File: config.mk
export PLATFORM = sky130hd
export DESIGN_NAME = i2c_master
export DESIGN_NICKNAME = d
export VERILOG_FILES = /design/src/rtl/i2c_master.sv
export SDC_FILE = /design/constraint.sdc
export NUM_CORES = 1
export LEC_CHECK = 0
export ABC_AREA = 1
export CAP_MARGIN = 20
export CORE_UTILIZATION = 55
export DETAILED_ROUTE_END_ITERATION = 8
export PLACE_DENSITY = 0.8
export REMOVE_ABC_BUFFERS = 1
export SKIP_CTS_REPAIR_TIMING = 1
export SLEW_MARGIN = 10
export SYNTH_ARGS = -nofsm -noshare
export SYNTH_HDL_FRONTEND = slang
export SYNTH_SLANG_ARGS = --single-unit
File: constraint.sdc
create_clock -name clk -period 2.8 [get_ports clk]
set_input_delay 0.56 -clock clk [delete_from_list [all_inputs] [get_ports clk]]
set_output_delay 0.56 -clock clk [all_outputs]
set_load 0.02 [all_outputs]
File: src/rtl/i2c_master.sv
// i2c_master: single-register I2C write/read initiator for 7-bit addressed
// peripherals. One command at a time. Each command produces a complete frame:
// START, address, register pointer, then either the data byte or a repeated
// START plus a one-byte read, then STOP. SCL and SDA are driven open-drain
// through the *_oe outputs.
module i2c_master #(
  parameter int CLKDIV = 64
) (
  input  logic       clk,
  input  logic       rst,
  input  logic       start,
  input  logic       rw,
  input  logic [6:0] dev_addr,
  input  logic [7:0] reg_addr,
  input  logic [7:0] wdata,
  output logic       busy,
  output logic       done,
  output logic       nack,
  output logic [7:0] rdata,
  input  logic       scl_i,
  output logic       scl_oe,
  input  logic       sda_i,
  output logic       sda_oe
);

  localparam int PW = (CLKDIV > 2) ? $clog2(CLKDIV) : 1;
  localparam logic [PW-1:0] PRESC_LAST = PW'(CLKDIV - 1);
  localparam logic [PW-1:0] PRESC_ZERO = {PW{1'b0}};
  localparam logic [PW-1:0] PRESC_ONE  = PW'(1'b1);

  typedef enum logic [2:0] {
    S_IDLE   = 3'd0,
    S_START  = 3'd1,
    S_TX     = 3'd2,
    S_ACK    = 3'd3,
    S_RSTART = 3'd4,
    S_RX     = 3'd5,
    S_MNACK  = 3'd6,
    S_STOP   = 3'd7
  } state_t;

  // Byte sent on the wire for each value of the byte counter:
  // 0 = address+W, 1 = register pointer, 2 = write data, 3 = address+R.
  function automatic logic [7:0] tx_byte_f(input logic [1:0] sel,
                                           input logic [6:0] dev,
                                           input logic [7:0] ra,
                                           input logic [7:0] wd);
    logic [7:0] b;
    case (sel)
      2'd0:    b = {dev, 1'b0};
      2'd1:    b = ra;
      2'd2:    b = wd;
      2'd3:    b = {dev, 1'b1};
      default: b = 8'h00;
    endcase
    return b;
  endfunction

  // Line drive for a given state and quarter, returned as {scl_oe, sda_oe}.
  // SDA only moves while SCL is held low, except in START/RSTART/STOP, where
  // the SDA edge during high SCL is the bus condition being generated.
  function automatic logic [1:0] lines_f(input state_t st,
                                         input logic [1:0] q,
                                         input logic bit_v);
    logic [1:0] l;
    l = 2'b00;
    case (st)
      S_IDLE:  l = 2'b00;
      S_START: l = q[1] ? 2'b01 : 2'b00;
      S_TX:    l = {~q[1], ~bit_v};
      S_ACK,
      S_RX,
      S_MNACK: l = {~q[1], 1'b0};
      S_RSTART: begin
        case (q)
          2'd0, 2'd1: l = 2'b10;
          2'd2:       l = 2'b00;
          2'd3:       l = 2'b01;
          default:    l = 2'b00;
        endcase
      end
      S_STOP: begin
        case (q)
          2'd0, 2'd1: l = 2'b11;
          2'd2:       l = 2'b01;
          2'd3:       l = 2'b00;
          default:    l = 2'b00;
        endcase
      end
      default: l = 2'b00;
    endcase
    return l;
  endfunction

  state_t          state_r, state_nx_s;
  logic [PW-1:0]   presc_r, presc_nx_s;
  logic [1:0]      q_r, q_nx_s;
  logic [2:0]      bit_cnt_r, bit_cnt_nx_s;
  logic [1:0]      byte_cnt_r, byte_cnt_nx_s;
  logic            rw_r;
  logic [6:0]      dev_r;
  logic [7:0]      reg_r;
  logic [7:0]      wdata_r;
  logic [7:0]      rx_sh_r;
  logic            nack_seen_r;
  logic            done_nx_s;
  logic            accept_s;
  logic            stretch_s;
  logic            tick_s;
  logic            end_q2_s;
  logic            end_q3_s;
  logic [7:0]      tx_nx_byte_s;
  logic [1:0]      lines_nx_s;

  // Command acceptance, clock-stretch freeze and quarter-tick qualification.
  always_comb begin
    accept_s  = (state_r == S_IDLE) && !busy && start;
    stretch_s = (state_r != S_IDLE) && (q_r == 2'd2) && !scl_i;
    tick_s    = (state_r != S_IDLE) && !stretch_s && (presc_r == PRESC_LAST);
    end_q2_s  = tick_s && (q_r == 2'd2);
    end_q3_s  = tick_s && (q_r == 2'd3);
  end

  // Prescaler and quarter counter: prescaler parked at zero while idle.
  always_comb begin
    presc_nx_s = presc_r;
    q_nx_s     = q_r;
    if (state_r == S_IDLE) begin
      presc_nx_s = PRESC_ZERO;
    end else if (stretch_s) begin
      presc_nx_s = presc_r;
    end else if (tick_s) begin
      presc_nx_s = PRESC_ZERO;
    end else begin
      presc_nx_s = presc_r + PRESC_ONE;
    end
    if (state_r == S_IDLE) begin
      q_nx_s = 2'd0;
    end else if (tick_s) begin
      q_nx_s = q_r + 2'd1;
    end else begin
      q_nx_s = q_r;
    end
  end

  // Frame sequencing: state, bit and byte counters advance at the end of Q3.
  always_comb begin
    state_nx_s    = state_r;
    bit_cnt_nx_s  = bit_cnt_r;
    byte_cnt_nx_s = byte_cnt_r;
    done_nx_s     = 1'b0;
    case (state_r)
      S_IDLE: begin
        if (accept_s) begin
          state_nx_s    = S_START;
          bit_cnt_nx_s  = 3'd7;
          byte_cnt_nx_s = 2'd0;
        end else begin
          state_nx_s = S_IDLE;
        end
      end
      S_START: begin
        if (end_q3_s) begin
          state_nx_s   = S_TX;
          bit_cnt_nx_s = 3'd7;
        end else begin
          state_nx_s = S_START;
        end
      end
      S_TX: begin
        if (end_q3_s && (bit_cnt_r == 3'd0)) begin
          state_nx_s = S_ACK;
        end else if (end_q3_s) begin
          bit_cnt_nx_s = bit_cnt_r - 3'd1;
        end else begin
          state_nx_s = S_TX;
        end
      end
      S_ACK: begin
        if (end_q3_s && nack_seen_r) begin
          state_nx_s = S_STOP;
        end else if (end_q3_s) begin
          bit_cnt_nx_s = 3'd7;
          case (byte_cnt_r)
            2'd0: begin
              state_nx_s    = S_TX;
              byte_cnt_nx_s = 2'd1;
            end
            2'd1: begin
              state_nx_s    = rw_r ? S_RSTART : S_TX;
              byte_cnt_nx_s = rw_r ? 2'd3 : 2'd2;
            end
            2'd2:    state_nx_s = S_STOP;
            2'd3:    state_nx_s = S_RX;
            default: state_nx_s = S_STOP;
          endcase
        end else begin
          state_nx_s = S_ACK;
        end
      end
      S_RSTART: begin
        if (end_q3_s) begin
          state_nx_s   = S_TX;
          bit_cnt_nx_s = 3'd7;
        end else begin
          state_nx_s = S_RSTART;
        end
      end
      S_RX: begin
        if (end_q3_s && (bit_cnt_r == 3'd0)) begin
          state_nx_s = S_MNACK;
        end else if (end_q3_s) begin
          bit_cnt_nx_s = bit_cnt_r - 3'd1;
        end else begin
          state_nx_s = S_RX;
        end
      end
      S_MNACK: begin
        if (end_q3_s) begin
          state_nx_s = S_STOP;
        end else begin
          state_nx_s = S_MNACK;
        end
      end
      S_STOP: begin
        if (end_q3_s) begin
          state_nx_s = S_IDLE;
          done_nx_s  = 1'b1;
        end else begin
          state_nx_s = S_STOP;
        end
      end
      default: begin
        state_nx_s = S_IDLE;
      end
    endcase
  end

  // Pad drive for the upcoming quarter, decoded from next-state values so the
  // registered outputs switch exactly on quarter boundaries.
  always_comb begin
    tx_nx_byte_s = tx_byte_f(byte_cnt_nx_s, dev_r, reg_r, wdata_r);
    lines_nx_s   = lines_f(state_nx_s, q_nx_s, tx_nx_byte_s[bit_cnt_nx_s]);
  end

  // Sequencer state registers.
  always_ff @(posedge clk) begin
    if (rst) begin
      state_r    <= S_IDLE;
      presc_r    <= PRESC_ZERO;
      q_r        <= 2'd0;
      bit_cnt_r  <= 3'd0;
      byte_cnt_r <= 2'd0;
    end else begin
      state_r    <= state_nx_s;
      presc_r    <= presc_nx_s;
      q_r        <= q_nx_s;
      bit_cnt_r  <= bit_cnt_nx_s;
      byte_cnt_r <= byte_cnt_nx_s;
    end
  end

  // Command capture, bus sampling and registered status/pad outputs.
  always_ff @(posedge clk) begin
    if (rst) begin
      rw_r        <= 1'b0;
      dev_r       <= 7'h00;
      reg_r       <= 8'h00;
      wdata_r     <= 8'h00;
      rx_sh_r     <= 8'h00;
      nack_seen_r <= 1'b0;
      busy        <= 1'b0;
      done        <= 1'b0;
      nack        <= 1'b0;
      rdata       <= 8'h00;
      scl_oe      <= 1'b0;
      sda_oe      <= 1'b0;
    end else begin
      scl_oe <= lines_nx_s[1];
      sda_oe <= lines_nx_s[0];
      done   <= done_nx_s;
      if (accept_s) begin
        busy <= 1'b1;
      end else if (done) begin
        busy <= 1'b0;
      end
      if (accept_s) begin
        rw_r        <= rw;
        dev_r       <= dev_addr;
        reg_r       <= reg_addr;
        wdata_r     <= wdata;
        nack        <= 1'b0;
        nack_seen_r <= 1'b0;
      end else if ((state_r == S_ACK) && end_q2_s && sda_i) begin
        nack_seen_r <= 1'b1;
      end
      if ((state_r == S_RX) && end_q2_s) begin
        rx_sh_r <= {rx_sh_r[6:0], sda_i};
      end
      if (done_nx_s) begin
        nack <= nack_seen_r;
        if (rw_r && !nack_seen_r) begin
          rdata <= rx_sh_r;
        end
      end
    end
  end

endmodule

* After elaboration in Yosys (flattened, before gate mapping)
Cells that the tools add are included.
** Storage, ports and cells
- Register bits after elaboration :: 62
- Latch bits :: 0
- RAM bits :: 0
- ROM bits :: 0
- Input port bits :: 29
- Output and inout port bits :: 13
- Word-level logic and storage cells :: 125
- Memories :: 0
** Cells by class
- Add/subtract/negate cells :: 3
- Multiply operators :: 0
- Divide/modulo/power cells :: 0
- Order comparisons :: 1
- Eq/ne operators :: 26
- Shift operators :: 0
- Muxes and demuxes :: 42
- Bitwise gates (word level) :: 2
- Reductions and logical operators :: 34
** Operator list (count)
- two-way mux 3 bit :: 14
- one-hot mux 8 bit (4 select lines) :: 1
- == test 3 bit (second input constant) :: 8
- one-hot mux 3 bit (4 select lines) :: 2
- one-hot mux 3 bit (8 select lines) :: 1
- == test 2 bit (second input constant) :: 8
- logical AND 1 bit :: 14
- == test 3 x 2 -> 1 bit (second input constant) :: 4
- two-way mux 2 bit :: 6
- one-hot mux 2 bit (3 select lines) :: 2
- one-hot mux 2 bit (6 select lines) :: 1
- two-way mux 1 bit :: 11
- OR reduction 2 bit :: 5
- logical NOT 3 bit :: 3
- one-hot mux 2 bit (2 select lines) :: 2
- adder 6 x 1 -> 6 bit (second input constant) :: 1
- == test 2 x 1 -> 1 bit (second input constant) :: 3
- == test 3 x 1 -> 1 bit (second input constant) :: 2
- == test 6 bit (second input constant) :: 1
- logical NOT 2 bit :: 3
- two-way mux 6 bit :: 1
- logical NOT 1 bit :: 4
- less-than comparator 3 x 4 -> 1 bit (second input constant) :: 1
- nonzero test 2 bit :: 2
- 7 further kinds :: 8

* Logic depth before layout (Yosys ltp)
Gate-level depths: netlist of the first run.
- Depth in word-level cells :: 16
- Gate-level depth with buffers :: 19
- Depth with buffers taken out :: 19

* Worst setup path after synthesis of the first run
No wires, ideal clock.
- Kind :: flip-flop to flip-flop
- From :: register presc_r[0]
- To :: register sda_oe
- Library setup time :: 0.131 ns
- Data arrival time :: 2.082 ns
- Path slack :: 0.588 ns
- Cell stages (with the launch flop) :: 20
- Cells stage by stage :: dfxtp_1 > ha_1 > inv_1 > nor2_1 > nand2_1 > nor2_4 > nand2_2 > ha_1 > inv_1 > nand2_1 > nand3_1 > nand3_1 > nand2_1 > nand2_1 > a21oi_1 > nor2_1 > nand2_1 > nand3_1 > nand3_1 > a21oi_2
** On the way
- Word-level cells in the longest chain between the ends :: 12
- Elaborated cells on any way between the ends :: 52
- Those cells by class :: 14 x eq/ne; 28 x mux; 1 x bitwise; 9 x reduce/logical
** RTL lines
- start: declaration :: line 96 : logic [PW-1:0] presc_r, presc_nx_s;
- start signal: assignment :: line 256 : presc_r <= presc_nx_s;
- == test 6 bit (*) :: line 119 : tick_s = (state_r != S_IDLE) && !stretch_s && (presc_r == PRESC_LAST);
- logical AND 1 bit (*) :: line 119
- logical AND 1 bit :: line 121 : end_q3_s = tick_s && (q_r == 2'd3);
- two-way mux 2 bit or logical AND 1 bit (tied branches) :: line 182, 180
- two-way mux 2 bit :: line 180 : if (end_q3_s && nack_seen_r) begin
- one-hot mux 2 bit (2 select lines) :: line 152 : case (state_r)
- == test 2 bit, or another cell as far along :: line 49 : case (sel)
- one-hot mux 8 bit (4 select lines) :: line 49
- binary-select mux 1 bit (select 3 bit) :: line 243 : lines_nx_s = lines_f(state_nx_s, q_nx_s, tx_nx_byte_s[bit_cnt_nx_s]);
- two-way mux 1 bit (not written as such) :: line 243
- inverter 1 bit :: line 70 : S_TX: l = {~q[1], ~bit_v};
- one-hot mux 2 bit (6 select lines) (*) :: line 67 : case (st)
- end signal: assignment :: line 280 : sda_oe <= lines_nx_s[0];
- end: declaration :: line 23 : output logic sda_oe
Mark *: on every way between the ends. The rest lies on a longest branch, timed or not. The select of a mux whose other input is x is not followed.
A chain may end at the register's enable or synchronous reset.

* Final worst setup path of the first run
- From :: input scl_i
- To :: register sda_oe
** On the way
- Word-level cells in the longest chain between the ends :: 15
- Elaborated cells on any way between the ends :: 55
- Those cells by class :: 13 x eq/ne; 28 x mux; 1 x bitwise; 13 x reduce/logical
** RTL lines
- start: declaration :: line 20 : input logic scl_i,
- logical NOT 1 bit (*) :: line 118 : stretch_s = (state_r != S_IDLE) && (q_r == 2'd2) && !scl_i;
- logical AND 1 bit (*) :: line 118
- logical NOT 1 bit (*) :: line 119
- logical AND 1 bit (*) (2 in a row) :: line 119
- logical AND 1 bit :: line 121
- two-way mux 2 bit or logical AND 1 bit (tied branches) :: line 182, 180
- two-way mux 2 bit :: line 180
- one-hot mux 2 bit (2 select lines) :: line 152
- == test 2 bit, or another cell as far along :: line 49
- one-hot mux 8 bit (4 select lines) :: line 49
- binary-select mux 1 bit (select 3 bit) :: line 243
- two-way mux 1 bit (not written as such) :: line 243
- inverter 1 bit :: line 70
- one-hot mux 2 bit (6 select lines) (*) :: line 67
Marks and branches as above.

==> results.json, run 1 <==
{
  "status": "finished, final reports clean",
  "avgSynthCellArea_um2": 6.81,
  "fin_util": 0.704,
  "crit_type": "in -> reg",
  "final_max_slew_viol_count": 0,
  "clk_path_buf_depth": 2,
  "yosysSeqAreaShare": 0.398,
  "antenna_found_initial": 0,
  "seqPwrFrac": 0.454,
  "skew_ns": 0.00845,
  "max_cap_violations": 0,
  "nets": 541,
  "min_period_ns": 2.48,
  "power_frac_comb": 0.133,
  "synth_ff_type": "dfxtp_1",
  "grt_max_degree": 30,
  "synth_top_family_by_area": "simple AND/OR/NAND/NOR gates",
  "ios": 42,
  "rsz0062_at_grt": "no",
  "coreArea_um2": 5470,
  "whs_ns": 0.443,
  "htreeDepth": 3,
  "holdPathEnd": "rdata[0]$_SDFFE_PP0P_",
  "track_usage": 0.249,
  "portBuffers": 41,
  "worst_r2r_path_depth": 19,
  "slowest_delay_ns": 0.46,
  "grt_overflow": 0,
  "path_cells": "clkdlybuf4s50_1, inv_1, nand2_1, nand2_2, nor2_4, nand2_2, ha_1, inv_1, nand2_1, nand3_1, nand3_1, nand2_1, nand2_1, nor2_1, nor2_1, nand2_1, nand3_1, nand3_1, a21oi_2",
  "power.internal_mw": 1.57,
  "hp-class": "reg -> reg",
  "grt_pass1_wl_um": 11800,
  "diodes": 0,
  "p_sw_mw": 0.548,
  "yosys.area_share.simple": 0.320,
  "r2r_start": "presc_r[0]$_SDFFE_PP0N_",
  "die_y_um": 77.3,
  "async_flop_share": 0,
  "hold_path_depth": 2,
  "initial_core_util": 0.570,
  "hp-start": "rdata[0]$_SDFFE_PP0P_",
  "synth_xor_area_frac": 0.00281,
  "hold_viol": 0,
  "synth-seq-cells": 62,
  "synth_common_cells": "nand2_1, nor2_1, dfxtp_1, inv_1",
  "p_leak_nw": 1.60,
  "fin_area_um2": 3850,
  "synth_area_um2": 3120,
  "clk_pin_slew_ns": 0.07,
  "slew_headroom": 0.595,
  "drive_gt1_frac": 0.104,
  "die-area_um2": 5980,
  "hpwl_um": 5130,
  "yosys-top-cells-area": "dfxtp_1, nand2_1, nor2_1, nand3_1, o21ai_0",
  "critPathMaxFanout": 7,
  "clock-sinks": 62,
  "synthMuxAreaShare": 0,
  "wl_per_cell_um": 11.8,
  "total_power_mw": 2.12,
  "die_w_um": 77.3,
  "synthCells": 458,
  "max_freq_mhz": 403,
  "crit_family": "simple AND/OR/NAND/NOR gates",
  "cts-root-buf": "clkbuf_8",
  "power.share.clock": 0.414,
  "arrival_ns": 2.71,
  "dp_slack_ns": -0.0212,
  "clkLatencyLatePin_ns": 0.34,
  "cts_buffers": 9,
  "route.detailed.drc": 0,
  "fin_ws_ns": 0.317,
  "routabilityCongestion": 0.936,
  "routed_wl_um": 6880,
  "synth_top_area_frac": 0.398,
  "synthDistinctLibCells": 35,
  "post_dp_cell_area_um2": 3630,
  "worstMarginPinSlew_ns": 0.607,
  "ant_nets": 0,
  "avgViaCountPerCell": 5.18,
  "period_share": 0.887,
  "n_fill_cell": 490,
  "vias": 3019,
  "synth_top_area_cell": "dfxtp_1",
  "area_growth_pct": 23.5,
  "setup_viol": 0,
  "drt_iter0_drc": 243,
  "synth-edff-count": 0,
  "cp-end-kind": "flop",
  "critical-path-slowest-cell": "clkdlybuf4s50_1",
  "critPathBufInv": 3,
  "yosys_warnings": 0,
  "grt_pass1_vias": 2754,
  "start_kind": "primary input",
  "peakVddDrop_mv": 0.425,
  "synthAdderAreaFrac": 0.0241,
  "p_sw_frac": 0.259,
  "powerDensity_nw_per_um2": 549,
  "cts_tree": "done",
  "rrSetupSlack_ns": 0.35,
  "r2r_end": "sda_oe$_SDFF_PP0_",
  "cp_common_cell": "nand2_1",
  "synth-compound-area-share": 0.160,
  "dr.pass1.iters": 5,
  "num_rows": 27,
  "required_ns": 3.03
}
[tightest hold or removal path, cell delays in order, from the launching register on]
cell and delay (ns):
dfxtp_1 0.31, inv_1 0.04, a21oi_1 0.05
[final cells by class]
| type | instances | area, um^2 | area share |
|---|---|---|---|
| inverter | 57 | 214 | 0.0555 |
| clock buffer | 10 | 138 | 0.0357 |
| sequential | 62 | 1240 | 0.322 |
| clock inverter | 6 | 85.1 | 0.0221 |
| timing repair buffer | 53 | 500 | 0.130 |
| tap | 72 | 90.1 | 0.0234 |
| multi-input combinational | 323 | 1580 | 0.411 |
[power groups by stage]
stage,clock [mW],sequential (mW),combinational [mW]
4_1_cts,0.890,0.960,0.280
2_1_floorplan,0,0.972,0.178
5_1_grt,0.927,0.965,0.324
6_report,0.876,0.960,0.281
3_3_place_gp,0,0.979,0.272
3_5_place_dp,0,0.980,0.279
[cell families (layout without fill, tap and decap cells)]
kind of cell    Yosys count  after routing
xor+xnor                  1              1
flops                    62             62
fa+ha+maj                 6              6
buf+inv                  73            126
simple gates            226            226
compound gates           90             90
[cells in the final DEF, fill, tap and decap left out, drive strengths merged, types with 2 or more instances in the layout]
| master | instances |
|---|---|
| dfxtp | 62 |
| clkinv | 2 |
| buf | 12 |
| inv | 57 |
| nor3 | 7 |
| nor2 | 83 |
| nand2 | 84 |
| nand3 | 46 |
| o21ai | 45 |
| bufinv | 2 |
| o21a | 2 |
| a221oi | 2 |
| clkdlybuf4s50 | 41 |
| clkbuf | 10 |
| nand4 | 4 |
| clkinvlp | 2 |
| ha | 6 |
| o211ai | 5 |
| a21oi | 30 |
| o22ai | 2 |
| or2 | 2 |
[flip-flops by register name, indices dropped and copies added (netlist names)]
signal / cells
scl_oe: 1
wdata_r: 8
presc_r: 6
bit_cnt_r: 3
sda_oe: 1
nack: 1
state_r: 3
reg_r: 8
dev_r: 7
q_r: 2
done: 1
rx_sh_r: 8
rw_r: 1
byte_cnt_r: 2
rdata: 8
nack_seen_r: 1
busy: 1
[worst max path at each step]
stage,to,from,cells past startpoint
2_1_floorplan,sda_oe$_SDFF_PP0_,start,15
3_3_place_gp,sda_oe$_SDFF_PP0_,scl_i,20
3_5_place_dp,sda_oe$_SDFF_PP0_,scl_i,19
4_1_cts,sda_oe$_SDFF_PP0_,scl_i,19
5_1_grt,sda_oe$_SDFF_PP0_,presc_r[0]$_SDFFE_PP0N_,19
6_report,sda_oe$_SDFF_PP0_,scl_i,19
[metal layers]
layer / routed length (um) / share of wire / track usage
met3: 297 / 0.043 / 0.0500
met2: 3370 / 0.49 / 0.417
met4: 153 / 0.022 / 0.134
met1: 3060 / 0.44 / 0.299
met5: 0 / 0 / 0
[per-stage QoR]
stage | TNS, ns | instances
3_3_place_gp | 0 | 567
3_5_place_dp | -0.0212 | 567
2_1_floorplan | 0 | 442
4_1_cts | 0 | 583
6_report | 0 | 583
5_1_grt | 0 | 583
No activity file was read; power rests on OpenSTA's default activity.
==> run 2: changes to the inputs <==
--- a/config.mk
+++ b/config.mk
@@ -7,9 +7,11 @@
 export LEC_CHECK = 0
 export ABC_AREA = 1
 export CAP_MARGIN = 20
-export CORE_UTILIZATION = 55
+export CORE_MARGIN = 2
+export CORE_UTILIZATION = 50
+export CTS_BUF_LIST = sky130_fd_sc_hd__clkbuf_2
 export DETAILED_ROUTE_END_ITERATION = 8
-export PLACE_DENSITY = 0.8
+export PLACE_DENSITY = 0.74
 export REMOVE_ABC_BUFFERS = 1
 export SKIP_CTS_REPAIR_TIMING = 1
 export SLEW_MARGIN = 10
==> run 2 against run 1 <==
  * Die area up 15%
  * Sequential power about the same
  * Flip-flop and latch count unchanged
  * Critical path type is now reg -> reg
  * Largest power group unchanged
==> results.json, run 2 (same netlist as run 1, synthesis figures left out) <==
{
  "cp-end-kind": "flop",
  "rrSetupSlack_ns": 0.29,
  "worstMarginPinSlew_ns": 0.642,
  "antenna_found_initial": 0,
  "coreArea_um2": 5990,
  "nets": 540,
  "routabilityCongestion": 0.913,
  "critical-path-slowest-cell": "dfxtp_1",
  "rsz0062_at_grt": "no",
  "arrival_ns": 2.92,
  "hpwl_um": 5170,
  "drive_gt1_frac": 0.102,
  "setup_viol": 0,
  "skew_ns": 0.0290,
  "min_period_ns": 2.51,
  "crit_type": "reg -> reg",
  "hold_viol": 0,
  "period_share": 0.897,
  "routed_wl_um": 6920,
  "most-common-layout-cells": "nand2_1, nor2_1, dfxtp_1",
  "status": "finished, final reports clean",
  "slowest_delay_ns": 0.56,
  "portBuffers": 41,
  "grt_pass1_wl_um": 11900,
  "total_power_mw": 1.87,
  "fin_cells": 585,
  "dr.pass1.iters": 4,
  "multi_input_area_um2": 1580,
  "ant_nets": 0,
  "critPathMaxFanout": 8,
  "path_cells": "inv_2, nand2_4, nand2_2, nor2_4, nand2_2, ha_1, inv_1, nand2_1, nand3_1, nand3_1, nand2_1, nand2_1, a21oi_1, nor2_1, nand2_1, nand3_1, nand3_1, a21oi_2",
  "grt_pass1_vias": 2770,
  "initial_core_util": 0.521,
  "fin_area_um2": 3760,
  "num_rows": 28,
  "max_cap_violations": 0,
  "cts_buffers": 9,
  "area_growth_pct": 20.5,
  "clock-sinks": 62,
  "peakVddDrop_mv": 0.295,
  "diodes": 0,
  "wl_per_cell_um": 11.8,
  "clkLatencyLatePin_ns": 0.51,
  "r2r_start": "state_r[2]$_SDFF_PP0_",
  "avgViaCountPerCell": 5.22,
  "start_kind": "flop",
  "area.sequential_um2": 1240,
  "die-area_um2": 6890,
  "track_usage": 0.207,
  "grt_max_degree": 30,
  "ios": 42,
  "htreeDepth": 3,
  "vias": 3053,
  "die_y_um": 83.0,
  "route.detailed.drc": 0,
  "p_leak_nw": 1.57,
  "powerDensity_nw_per_um2": 498,
  "post-place-cells": 569,
  "drt_iter0_drc": 210,
  "n_fill_cell": 561,
  "grt_overflow": 0,
  "max_freq_mhz": 398,
  "hp-start": "rdata[4]$_SDFFE_PP0P_",
  "whs_ns": 0.454,
  "hp-class": "reg -> reg",
  "clk_pin_slew_ns": 0.20,
  "post_dp_cell_area_um2": 3630,
  "startpoint": "state_r[2]$_SDFF_PP0_",
  "cts-root-buf": "clkbuf_2",
  "final_max_slew_viol_count": 0,
  "cts_tree": "done",
  "die_w_um": 83.0,
  "clk_path_buf_depth": 2,
  "slew_headroom": 0.571,
  "required_ns": 3.21
}
run 2: path summary, 6_finish.rpt:
path / to / cells past startpoint
max: sda_oe$_SDFF_PP0_ / 18
min: rdata[4]$_SDFFE_PP0P_ / 2
max reg2reg: sda_oe$_SDFF_PP0_ / 18
min reg2reg: rdata[4]$_SDFFE_PP0P_ / 2
run 2: through the flow:
step           worst slack (ns)  TNS [ns]   util
5_1_grt                0.000847         0  0.628
2_1_floorplan             0.292         0      -
6_report                  0.287         0  0.628
4_1_cts                   0.291         0  0.628
3_5_place_dp            -0.0878   -0.0878  0.605
3_3_place_gp            -0.0224   -0.0224  0.605
run 2: power breakdown:
part | switching (mW) | internal [mW]
clock network | 0.340 | 0.291
registers | 0.0305 | 0.931
logic | 0.164 | 0.116
run 2: cell type report:
| type | instances | share of cell area |
|---|---|---|
| multi-input combinational | 323 | 0.421 |
| clock inverter | 7 | 0.0236 |
| tap | 75 | 0.0250 |
| inverter | 57 | 0.0569 |
| timing repair buffer | 52 | 0.131 |
| clock buffer | 9 | 0.0120 |
| sequential | 62 | 0.330 |
run 2: worst max-delay path, delay by kind of cell (launching register included):
| kind | cells | cell delay (ns) |
|---|---|---|
| flops | 1 | 0.56 |
| simple gates | 13 | 1.19 |
| fa+ha+maj | 1 | 0.30 |
| compound gates | 2 | 0.22 |
| buf+inv | 2 | 0.19 |
run 2: layer usage:
metal | wire, um | GRT usage | vias up
met5 | 0 | 0 | -
met4 | 240 | 0.113 | 0
met3 | 307 | 0.0398 | 22
met2 | 3310 | 0.345 | 83
met1 | 3060 | 0.251 | 1371
li1 | - | - | 1577
==> run 3: changes to the inputs <==
--- a/config.mk
+++ b/config.mk
@@ -18,3 +18,4 @@
 export SYNTH_ARGS = -nofsm -noshare
 export SYNTH_HDL_FRONTEND = slang
 export SYNTH_SLANG_ARGS = --single-unit
+export TNS_END_PERCENT = 1
==> results of run 3 <==
Final layout, timing and power as in run 2 (identical DEF).
